## config.mk

```make
export PLATFORM = sky130hd
export DESIGN_NAME = pll_reset_sequencer
export DESIGN_NICKNAME = d
export VERILOG_FILES = /design/src/rtl/pll_reset_sequencer.sv
export SDC_FILE = /design/constraint.sdc
export NUM_CORES = 1
export LEC_CHECK = 0
export BUFFER_PORTS_ARGS = -buffer_cell sky130_fd_sc_hd__clkbuf_2
export CORE_AREA = 2 2 48 94
export DETAILED_ROUTE_END_ITERATION = 8
export DIE_AREA = 0 0 50 96
export PLACE_DENSITY = 0.59
export SETUP_SLACK_MARGIN = 0.05
export SYNTH_ARGS = -nofsm -noshare
export SYNTH_HDL_FRONTEND = slang
export SYNTH_SLANG_ARGS = --single-unit
export TNS_END_PERCENT = 1
```

## constraint.sdc

```tcl
create_clock -name clkin -period 3 [get_ports clkin]
set_input_delay 0.3 -clock clkin [delete_from_list [all_inputs] [get_ports clkin]]
set_output_delay 0.3 -clock clkin [all_outputs]
set_load 0.03 [all_outputs]
```

## src/rtl/pll_reset_sequencer.sv

```systemverilog
// rtl/pll_reset_sequencer.sv - PLL reset pulse, lock qualification and system reset release
// Synchronises PLL lock, retries on lock timeout, and holds the SoC in reset until lock is stable.
module pll_reset_sequencer #(
  parameter int PLL_RST_CYCLES      = 16,
  parameter int LOCK_STABLE_CYCLES  = 1024,
  parameter int LOCK_TIMEOUT_CYCLES = 48000,
  parameter int SYNC_STAGES         = 2
) (
  input  logic       clkin,
  input  logic       reset,
  input  logic       pll_locked,
  output logic       pll_reset,
  output logic       sys_reset,
  output logic       ready,
  output logic       lock_lost,
  output logic [3:0] retry_count
);

  localparam int MAX_A  = (PLL_RST_CYCLES > LOCK_STABLE_CYCLES) ? PLL_RST_CYCLES : LOCK_STABLE_CYCLES;
  localparam int MAX_P  = (MAX_A > LOCK_TIMEOUT_CYCLES) ? MAX_A : LOCK_TIMEOUT_CYCLES;
  localparam int CNT_W  = $clog2(MAX_P) + 1;

  localparam logic [CNT_W-1:0] C_RST_LAST    = CNT_W'(PLL_RST_CYCLES - 1);
  localparam logic [CNT_W-1:0] C_STABLE_LAST = CNT_W'(LOCK_STABLE_CYCLES - 1);
  localparam logic [CNT_W-1:0] C_WAIT_LAST   = CNT_W'(LOCK_TIMEOUT_CYCLES - 1);

  localparam logic [1:0] S_PLL_RST   = 2'd0;
  localparam logic [1:0] S_WAIT_LOCK = 2'd1;
  localparam logic [1:0] S_STABLE    = 2'd2;
  localparam logic [1:0] S_RUN       = 2'd3;

  logic [1:0]             r_state;
  logic [CNT_W-1:0]       r_cnt;
  logic [SYNC_STAGES-1:0] r_sync;
  logic                   r_pll_reset;
  logic                   r_sys_reset;
  logic                   r_ready;
  logic                   r_lock_lost;
  logic [3:0]             r_retry_count;

  logic       w_locked_sync;
  logic [1:0] w_next_state;
  logic       w_timeout;

  assign w_locked_sync = r_sync[SYNC_STAGES-1];

  always_comb begin
    w_next_state = r_state;
    w_timeout    = 1'b0;
    case (r_state)
      S_PLL_RST: begin
        if (r_cnt == C_RST_LAST) w_next_state = S_WAIT_LOCK;
      end
      S_WAIT_LOCK: begin
        // A lock seen on the timeout edge still counts as a lock
        if (w_locked_sync) begin
          w_next_state = S_STABLE;
        end else if (r_cnt == C_WAIT_LAST) begin
          w_next_state = S_PLL_RST;
          w_timeout    = 1'b1;
        end
      end
      S_STABLE: begin
        if (!w_locked_sync)                w_next_state = S_WAIT_LOCK;
        else if (r_cnt == C_STABLE_LAST)   w_next_state = S_RUN;
      end
      default: begin
        if (!w_locked_sync) w_next_state = S_PLL_RST;
      end
    endcase
  end

  always_ff @(posedge clkin or posedge reset) begin
    if (reset) begin
      r_state       <= S_PLL_RST;
      r_cnt         <= '0;
      r_sync        <= '0;
      r_pll_reset   <= 1'b1;
      r_sys_reset   <= 1'b1;
      r_ready       <= 1'b0;
      r_lock_lost   <= 1'b0;
      r_retry_count <= 4'd0;
    end else begin
      r_sync  <= {r_sync[SYNC_STAGES-2:0], pll_locked};
      r_state <= w_next_state;
      if (w_next_state != r_state) r_cnt <= '0;
      else if (r_state != S_RUN)   r_cnt <= r_cnt + 1'b1;
      // Outputs follow the state being entered so they change on the transition edge
      r_pll_reset <= (w_next_state == S_PLL_RST);
      r_sys_reset <= (w_next_state != S_RUN);
      r_ready     <= (w_next_state == S_RUN);
      r_lock_lost <= (r_state == S_RUN) && !w_locked_sync;
      if (w_timeout && r_retry_count != 4'd15) r_retry_count <= r_retry_count + 4'd1;
    end
  end

  assign pll_reset   = r_pll_reset;
  assign sys_reset   = r_sys_reset;
  assign ready       = r_ready;
  assign lock_lost   = r_lock_lost;
  assign retry_count = r_retry_count;

endmodule

```

# Word level (Yosys, flattened, before mapping)
# Index checks and enable logic that the tools add are counted.
[totals] regBits=29 latch_bits=0 ramBits=0 mem_bits_ro=0 inputBits=3 output_inout_bits=8 wordCells=39 n_memories=0
[classes] n_addsub=2 mul=0 div=0 n_lt_le_gt_ge=0 eq_ne=11 shifts=0 muxes=12 bitwise=0 n_reduce_logical=6
[ops] op="$mux W17" count=2
[ops] op="$add A17 B1 Y17 const B" count=1
[ops] op="$eq A17 B10 Y1 const B" count=1
[ops] op="$eq A17 B16 Y1 const B" count=1
[ops] op="$eq A17 B4 Y1 const B" count=1
[ops] op="$mux W2" count=6
[ops] op="$eq A2 B2 Y1 const B" count=3
[ops] op="$pmux W2 S3" count=1
[ops] op="$add A4 B1 Y4 const B" count=1
[ops] op="$logic_not A2 Y1" count=2
[ops] op="$ne A2 B2 Y1 const B" count=2
[ops] op="$ne A4 B4 Y1 const B" count=1
[ops] op="$mux W1" count=3
[ops] op="$eq A2 B1 Y1 const B" count=1
[ops] op="$logic_and A1 B1 Y1" count=2
[ops] op="$ne A2 B2 Y1" count=1
[ops] op="$reduce_bool A2 Y1" count=1
[ops] op="$logic_not A1 Y1" count=1

# Logic depth before layout (Yosys ltp)
# Gate-level depths: netlist of the first run.
[logic_depth] ltp_word=6 ltp_mapped=6 depth_no_buf=5

# Worst setup path before layout of the first run
# OpenSTA, ideal clock, no wires.
[synth_path] path_type="reg2reg" from="register r_cnt[0]" to="register r_retry_count[2] (netlist: retry_count[2])" setup_ps=125 t_arrival_ps=1618 required_ps=2875 setup_slack_ps=1258 stages_incl_launch_ff=6 path_buffers=0 path_cell_list="dfrtp_1 ha_1 nor4b_2 and4_2 and4_1 mux2_2"
[synth_via] elab_chain_cells=5
[synth_rtl] element="start: declaration" line="33" text="logic [CNT_W-1:0] r_cnt;"
[synth_rtl] element="start signal: assignment" line="87" text="else if (r_state != S_RUN) r_cnt <= r_cnt + 1'b1;"
[synth_rtl] element="$eq A17 B16 Y1" line="58" text="end else if (r_cnt == C_WAIT_LAST) begin"
[synth_rtl] element="$mux W1" line="58"
[synth_rtl] element="$mux W1" line="56" text="if (w_locked_sync) begin"
[synth_rtl] element="$mux W1" line="50" text="case (r_state)"
[synth_rtl] element="$logic_and A1 B1 Y1" line="93" text="if (w_timeout && r_retry_count != 4'd15) r_retry_count <= r_retry_count + 4'd1;"
[synth_rtl] element="end signal: assignment" line="93"
[synth_rtl] element="end: declaration" line="39" text="logic [3:0] r_retry_count;"
# No other way between the ends.
# A chain may end at the register's enable or synchronous reset.

# Final worst setup path of the first run
[layout_path] from="register r_cnt[0]" to="register r_cnt[0]"
[layout_via] elab_chain_cells=6 word_cells_on_any_way=14 classes_between="1 x add/sub; 4 x eq/ne; 8 x mux; 1 x reduce/logical"
[layout_rtl] element="$eq A17 B10 Y1 / $eq A17 B16 Y1 (equally long branches)" line="65, 58"
[layout_rtl] element="$mux W2 (on tied branches)" line="65, 58"
[layout_rtl] element="$mux W2 (on tied branches)" line="64, 56"
[layout_rtl] element="$pmux W2 S3" line="50"
[layout_rtl] element="$ne A2 B2 Y1" line="86" text="if (w_next_state != r_state) r_cnt <= '0;"
[layout_rtl] element="$mux W17 / $reduce_bool A2 Y1 (equally long branches)"
# Parallel ways exist; a longest one is shown, timed or not. The select of a mux whose other input is x is not followed.

==> results_dict.tcl, run 1 <==
set metrics [dict create \
    clock_path_buffers 2 \
    port_buffers 10 \
    crit_type "flop to flop" \
    setup_viol 0 \
    place_inst 207 \
    grt_max_degree 30 \
    crit_path_start_kind "flop" \
    start_util_pct 38.6 \
    fin_cells 215 \
    fin_worst_skew_ns 0.00499 \
    core_um2 4090 \
    fmax_mhz 478 \
    holdPathEnd "r_sync[0]" \
    ir_drop_mv 0.257 \
    postRouteAntennaNets 0 \
    drt_iter0_drc 31 \
    intPower_mw 0.768 \
    post_drt_wl_per_cell_um 15.9 \
    hold_class "input port to flop" \
    synth_cell_type_count 42 \
    drv_cap 0 \
    area_growth_pct 10.5 \
    ys.warnings.count 0 \
    io_pins 11 \
    switching_share_pct 34.3 \
    grtUsageMet2_pct 30.0 \
    dp_slack_ns 0.887 \
    gr-total-overflow 0 \
    p_switching_mw 0.402 \
    p_seq_share_pct 44.8 \
    clk_root_buffer_cell "clkbuf_8" \
    drc_errors 0 \
    r2r_cells 5 \
    cpMaxStageDelayCell "o32ai_4" \
    slew_violations 0 \
    synthesis.area_um2 1580 \
    grt_busiest_layer "met2" \
    slew-limit-headroom_pct 25.1 \
    drive_above_1_share_pct 21.5 \
    rsz0062_at_grt "false" \
    syn_nets 158 \
    hold_violations 0 \
    rr_endpoint "r_cnt[0]" \
    cp_num_buf_inv 0 \
    clkTransAtPathRegs_ns 0.06 \
    fp.dieH_um 96 \
    p_per_area_nw_per_um2 671 \
    pwr-share-clk_pct 29.8 \
    routed_via_density 5.82 \
    vias 1252 \
    final_common_cell "dfrtp_1" \
    die_w_um 50 \
    grt_pass1_wl_mm 5.87 \
    startpoint "r_cnt[0]" \
    max_stage_delay_ns 0.64 \
    ys_ff_latch 29 \
    worst-path-max-fanout 17 \
    final_cell_mix "dfrtp_1 (27), nand3_1 (14), nor3_1 (12)" \
    p_leak_nw 0.736 \
    clock-sinks 29 \
    ys_seq_area_share_pct 46.2 \
    antenna_found_initial 0 \
    pwr-share-comb_pct 25.4 \
    syn_area_per_cell_um2 10.3 \
    finalWorstSetupSlack_ns 0.906 \
    grt_use_met1_pct 16.8 \
    die_area_um2 4800 \
    cts_tree "yes" \
    hold_path.startpoint "pll_locked" \
    track_usage_pct 16.1 \
    clk_latency_ns 0.28 \
    drt_wl_total_mm 3.41 \
    status "finished clean" \
    critPathTopFamily "simple AND/OR/NAND/NOR gates" \
    fin_total_pwr_mw 1.17 \
    synth_cells 153 \
    cts-hold-fix-buffers 0 \
    final.min_clock_period_ns 2.09 \
    cp_cell_sequence "ha_1 > nor4b_2 > nand4_2 > o32ai_4 > nor3_1" \
    fin_crit_sh_pct 69.8 \
    hold_depth 1 \
    htreeDepth 2 \
    worst_setup_path_end_kind "flop" \
    worst_pin_slew_ns 1.12 \
    dr.pass1.iters 4 \
    gp_congestion 0.782 \
    r2r_slack_ns 0.91 \
    diodes 0 \
    post_cts_buffers 0 \
    finalNetCount 167 \
    met3_usage_pct 2.33 \
    grt_pass1_vias 1259 \
    finalSetupTns_ns 0 \
    num_rows 33 \
    crit_required_ns 3.12 \
    dp.final_hpwl_mm 2.54 \
    cp.arrival_ns 2.22 \
    cts_inserted_buffers 5 \
    cts_resized 0 \
    r2r_start "r_cnt[0]" \
    whs_ns 0.126 \
]
==> cells in the mapped netlist, drive strengths merged <==
library cell	instances	area [µm²]
dfrtp	27	676
nand3	14	70.1
nor3	12	60.1
nand2	10	45.0
a211oi	8	65.1
nand4	7	50.1
xor2	7	61.3
o21ai	6	33.8
buf	5	37.5
or3	5	32.5
and4	4	38.8
inv	4	15.0
mux2	4	45.0
nand2b	4	25.0
nor2	4	15.0
and3	3	20.0
clkbuf	3	12.5
nor4	3	18.8
or4	3	22.5
xnor2	3	26.3
and2	2	12.5
dfstp	2	52.6
ha	2	25.0
o211ai	2	15.0
o31ai	2	15.0
a21boi	1	11.3
a311o	1	10.0
a31oi	1	6.26
mux2i	1	10.0
nor4b	1	15.0
o21a	1	7.51
o32ai	1	27.5
==> how the worst max path moves through the flow <==
stage	end	slack, ns	depth (start not counted)
finish	r_cnt[0]	0.91	5
detailed placement	r_cnt[0]	0.89	5
floorplan	retry_count[2]	1.26	5
global placement	r_cnt[14]	0.94	5
global route	r_cnt[0]	0.71	4
CTS	r_cnt[0]	0.87	5
==> power by group through the flow <==
stage / Clock (mW) / Combinational, mW / Sequential, mW
3_3_place_gp: 0 / 0.293 / 0.527
3_5_place_dp: 0 / 0.299 / 0.531
2_1_floorplan: 0 / 0.261 / 0.501
4_1_cts: 0.358 / 0.299 / 0.526
6_report: 0.349 / 0.297 / 0.524
5_1_grt: 0.370 / 0.335 / 0.538
==> cell families after synthesis <==
logic type / count (synthesis) / share of synthesized area (%)
AO/OA/AOI/OAI: 23 / 12.1
XOR/XNOR: 10 / 5.55
adder cells (fa/ha/maj): 2 / 1.59
buffers and inverters: 12 / 4.12
flip-flops: 29 / 46.2
multiplexers: 5 / 3.49
AND/OR/NAND/NOR: 72 / 27.0
==> worst register-to-register path, stage by stage, from the launching register on <==
cell,delay [ns]
dfrtp_1,0.39
ha_1,0.19
nor4b_2,0.37
nand4_2,0.21
o32ai_4,0.64
nor3_1,0.14
==> routing by layer <==
metal | part of all wire (%) | vias to the layer above
met5 | 0 | -
met3 | 2.3 | 8
li1 | - | 591
met2 | 58 | 23
met1 | 37 | 630
met4 | 2.5 | 0
==> flip-flops by register name, summed over array words and instances, names as in the netlist <==
register	cells
lock_lost	1
retry_count	4
pll_reset	1
r_sync	2
r_cnt	17
r_state	2
sys_reset	1
ready	1
==> stage by stage <==
step,utilization (%),cell area (µm²)
CTS,42.7,1740
global placement,40.2,1640
finish,42.7,1740
floorplan,-,1580
global route,42.7,1740
detailed placement,40.2,1640
==> layout make-up <==
type,count,area (µm²)
clock inverters,1,5.00
repair buffers,10,50.0
inverters,4,15.0
well taps,52,65.1
fillers,412,2340
multi-input cells,112,785
clock buffers,7,96.3
flip-flops and latches,29,728
(Power assumes the default switching activity.)
==> run 2: changes to the inputs <==
Settings changed: PLACE_DENSITY 0.59 to 0.61.
Clock period 3 ns to 1.75 ns, I/O delays scaled along.
==> results_dict.tcl, run 2 (same netlist as run 1, synthesis figures left out) <==
set metrics [dict create \
    gp_congestion 0.809 \
    clk_latency_ns 0.27 \
    slew_violations 0 \
    largest_register_ffs 17 \
    dr.pass1.iters 4 \
    met3_length_um 115 \
    final.min_clock_period_ns 1.72 \
    slew-limit-headroom_pct 75.6 \
    rsz0062_at_grt "true" \
    port_buffers 10 \
    finalWorstSetupSlack_ns 0.0278 \
    crit_type "flop to flop" \
    worst-path-max-fanout 3 \
    p_per_area_nw_per_um2 1080 \
    core_um2 4090 \
    status "finished clean" \
    final_cell_mix "dfrtp_1 (26), buf_4 (25), nand3_1 (14)" \
    num_rows 33 \
    regMostFlops "r_cnt" \
    fmax_mhz 581 \
    die_w_um 50 \
    critical_path_depth 4 \
    fin_crit_sh_pct 98.4 \
    vias 1392 \
    cts_inserted_buffers 5 \
    fp.dieH_um 96 \
    pwr-share-clk_pct 23.8 \
    crit_path_start_kind "flop" \
    fin_worst_skew_ns 0.00210 \
    finalSetupTns_ns 0 \
    grt_pass1_vias 1417 \
    design_area_um2 2020 \
    crit_required_ns 1.91 \
    cp_num_buf_inv 0 \
    setup_viol 0 \
    postRouteAntennaNets 0 \
    cpMaxStageDelayCell "or3_1" \
    cp_cell_sequence "nand2b_1 > or3_1 > nor3_2 > mux2_2" \
    whs_ns 0.275 \
    drive_above_1_share_pct 33.2 \
    final_util_pct 49.4 \
    start_util_pct 38.6 \
    drc_errors 0 \
    clock-sinks 29 \
    grt_pass1_wl_mm 6.62 \
    max_stage_delay_ns 0.47 \
    r2r_cells 4 \
    dp.final_hpwl_mm 2.94 \
    post_drt_wl_per_cell_um 15.8 \
    p_switching_mw 0.739 \
    top_layer "met4" \
    htreeDepth 2 \
    intPower_mw 1.44 \
    routed_via_density 5.68 \
    hold_class "input port to async pin" \
    track_usage_pct 18.1 \
    met2RoutedLength_mm 2.23 \
    drv_cap 0 \
    cp.arrival_ns 1.88 \
    cts_tree "yes" \
    hold_violations 0 \
    fin_total_pwr_mw 2.18 \
    clock_path_buffers 2 \
    ir_drop_mv 0.585 \
    worst_setup_path_end_kind "flop" \
    wirelength_met1_mm 1.40 \
    drt_iter0_drc 33 \
    antenna_found_initial 0 \
    gr-total-overflow 0 \
    worst_pin_slew_ns 0.367 \
    grt_max_degree 29 \
    final_common_cell "dfrtp_1" \
    p_leak_nw 0.880 \
    critPathTopFamily "simple AND/OR/NAND/NOR gates" \
    io_pins 11 \
    area_growth_pct 28.0 \
    pwr-share-comb_pct 36.8 \
    die_area_um2 4800 \
    diodes 0 \
    place_inst 233 \
    fin_cells 245 \
    switching_share_pct 34.0 \
    clkTransAtPathRegs_ns 0.06 \
    place_area_um2 1880 \
    clk_root_buffer_cell "clkbuf_8" \
    p_seq_share_pct 39.4 \
    drt_wl_total_mm 3.87 \
    dp_slack_ns -0.0326 \
    finalNetCount 197 \
]
[run 2: changes by cell type in the layout (fill, tap and decap cells not counted), sizes merged]
cell	previous run	this run
dlygate4sd3	0	2
clkbuf	17	18
clkinv	1	0
buf	0	28
[run 2: routing by layer]
layer  GRT usage (%)  vias to the layer above
met5               0                        -
met4            9.26                        0
li1                -                      648
met2            34.8                       38
met1            18.1                      693
met3            2.80                       13
[run 2: layout make-up]
type	count	area, µm²
Clock buffer	8	80.1
Fill cell	357	2070
Inverter	4	15.0
Multi-Input combinational cell	112	812
Sequential cell	29	729
Tap cell	52	65.1
Timing Repair Buffer	40	318
[run 2: final timing paths]
path | end | startpoint | slack [ns]
worst max-delay path | retry_count[3] | r_cnt[7] | 0.03
worst min-delay path | r_sync[0] | reset | 0.28
worst max register to register | retry_count[3] | r_cnt[7] | 0.03
worst min register to register | r_sync[1] | r_sync[0] | 0.35
max in group asynchronous | pll_reset | reset | 0.90
min in group clkin | r_sync[1] | r_sync[0] | 0.35
[run 2: worst min-delay path: stages]
cell and delay [ns]:
dlygate4sd3_1 0.53, clkbuf_2 0.10, inv_1 0.07
[run 2: timing repair]
item                       CTS  global route
pin swaps                    3             1
buffers inserted             2             0
hold endpoints to repair     1             1
hold buffers                 1             1
setup endpoints to repair    8            21
gates resized for setup      4             2
[run 2: power by group through the flow]
stage	Sequential [mW]	Combinational (mW)	Clock (mW)
2_1_floorplan	0.859	0.458	0
3_3_place_gp	0.861	0.754	0
3_5_place_dp	0.865	0.780	0
4_1_cts	0.853	0.809	0.529
5_1_grt	0.865	0.877	0.566
6_report	0.858	0.801	0.518
==> run 3: changes to the inputs <==
Settings changed: PLACE_DENSITY 0.61 to 0.59.
Clock period 1.75 ns to 1.85 ns, I/O delays scaled along.
==> results_dict.tcl, run 3 (same netlist as run 1, synthesis figures left out) <==
set metrics [dict create \
    status "finished clean" \
    ir_drop_mv 0.485 \
    cp_cell_sequence "ha_2 > nor4b_4 > buf_4 > and4_4 > and4_1 > mux2_4" \
    regMostFlops "r_cnt" \
    final_cell_mix "dfrtp_1 (26), buf_4 (20), nand3_1 (14)" \
    hold_class "flop to flop" \
    max_stage_delay_ns 0.36 \
    grt_pass1_vias 1429 \
    core_um2 4090 \
    met3_usage_pct 4.04 \
    finalWorstSetupSlack_ns 0.0755 \
    finalSetupTns_ns 0 \
    worst_setup_path_end_kind "flop" \
    clk_root_buffer_cell "clkbuf_8" \
    rsz0062_at_grt "true" \
    die_w_um 50 \
    hold_path.startpoint "r_sync[0]" \
    slew_violations 0 \
    gp_congestion 0.859 \
    clock-sinks 29 \
    grtUsageMet2_pct 37.5 \
    grt_max_degree 18 \
    p_per_area_nw_per_um2 1060 \
    clk_latency_ns 0.28 \
    vias 1361 \
    io_pins 11 \
    hold_violations 0 \
    start_util_pct 38.6 \
    slew-limit-headroom_pct 58.3 \
    grt_pass1_wl_mm 6.70 \
    r2r_slack_ns 0.08 \
    htreeDepth 2 \
    worst_pin_slew_ns 0.625 \
    gr-total-overflow 0 \
    r2r_cells 6 \
    die_area_um2 4800 \
    p_leak_nw 0.867 \
    drc_errors 0 \
    largest_register_ffs 17 \
    dp.final_hpwl_mm 2.92 \
    fin_worst_skew_ns 0.00662 \
    fin_crit_sh_pct 95.9 \
    rr_endpoint "retry_count[2]" \
    final_common_cell "dfrtp_1" \
    clock_path_buffers 2 \
    cts_tree "yes" \
    post_drt_wl_per_cell_um 16.7 \
    track_usage_pct 19.0 \
    postRouteAntennaNets 0 \
    grt_busiest_layer "met2" \
    cpMaxStageDelayCell "dfrtp_1" \
    port_buffers 10 \
    clkTransAtPathRegs_ns 0.06 \
    finalNetCount 193 \
    cp.arrival_ns 1.94 \
    fmax_mhz 564 \
    drt_wl_total_mm 4.00 \
    drv_cap 0 \
    crit_required_ns 2.02 \
    r2r_start "r_cnt[1]" \
    grt_use_met1_pct 16.9 \
    area_growth_pct 26.6 \
    fp.dieH_um 96 \
    drive_above_1_share_pct 31.9 \
    crit_path_start_kind "flop" \
    diodes 0 \
    final.min_clock_period_ns 1.77 \
    antenna_found_initial 0 \
    dp_slack_ns 0.0616 \
    setup_viol 0 \
    worst-path-max-fanout 4 \
    routed_via_density 5.67 \
    holdPathEnd "r_sync[1]" \
    drt_iter0_drc 31 \
    crit_type "flop to flop" \
    num_rows 33 \
    hold_depth 0 \
    dr.pass1.iters 4 \
    cts_inserted_buffers 5 \
]
[run 3: power by group]
part           switching (mW)  total, mW  internal (mW)
Combinational           0.393      0.760          0.367
Sequential             0.0872      0.818          0.731
Clock                   0.237      0.531          0.294
Total                   0.717       2.11           1.39
[run 3: routing by layer]
layer / share of wire (%) / wire [µm]
met1: 36 / 1430
met2: 59 / 2380
met3: 1.9 / 77
met4: 3.0 / 121
met5: 0 / 0
[run 3: cell type report]
class | instances | area, µm²
fillers | 377 | 2090
multi-input cells | 112 | 810
flip-flops and latches | 29 | 729
repair buffers | 36 | 292
clock buffers | 7 | 86.3
well taps | 52 | 65.1
inverters | 4 | 15.0
[run 3: how the worst max path moves through the flow]
stage                        start        endpoint  slack, ns  cells past startpoint
after global routing      r_cnt[1]  retry_count[2]      0.002                      6
final                     r_cnt[1]  retry_count[2]       0.08                      6
after detailed placement  r_cnt[1]  retry_count[3]       0.06                      6
after global placement    r_cnt[1]  retry_count[2]       0.11                      6
after CTS                 r_cnt[1]  retry_count[2]       0.05                      6
after floorplan           r_cnt[0]  retry_count[2]       0.11                      5
[run 3: per-stage QoR]
stage	total power, mW	hold slack [ns]	instance area [µm²]	cells	utilization [%]
3_5_place_dp	1.54	0.276	1840	228	45.0
5_1_grt	2.24	0.367	2000	240	48.9
4_1_cts	2.11	0.00168	1960	237	47.9
2_1_floorplan	1.24	0.216	1580	153	-
3_3_place_gp	1.51	0.266	1840	228	45.0
6_report	2.11	0.353	2000	240	48.9
[run 3: repair_timing]
action                     4_1_cts  5_1_grt
setup endpoints to repair        2       20
pin swaps                        0        5
hold buffers                     1        1
hold endpoints to repair        12        1
resized for setup                3        5
buffers inserted                 1        2
[run 3: critical path, delay by kind of cell, from the launching register on]
family	cells	cell delay, ns
multiplexers	1	0.30
flip-flops	1	0.36
AND/OR/NAND/NOR	3	0.64
buffers and inverters	1	0.17
adder cells (fa/ha/maj)	1	0.20
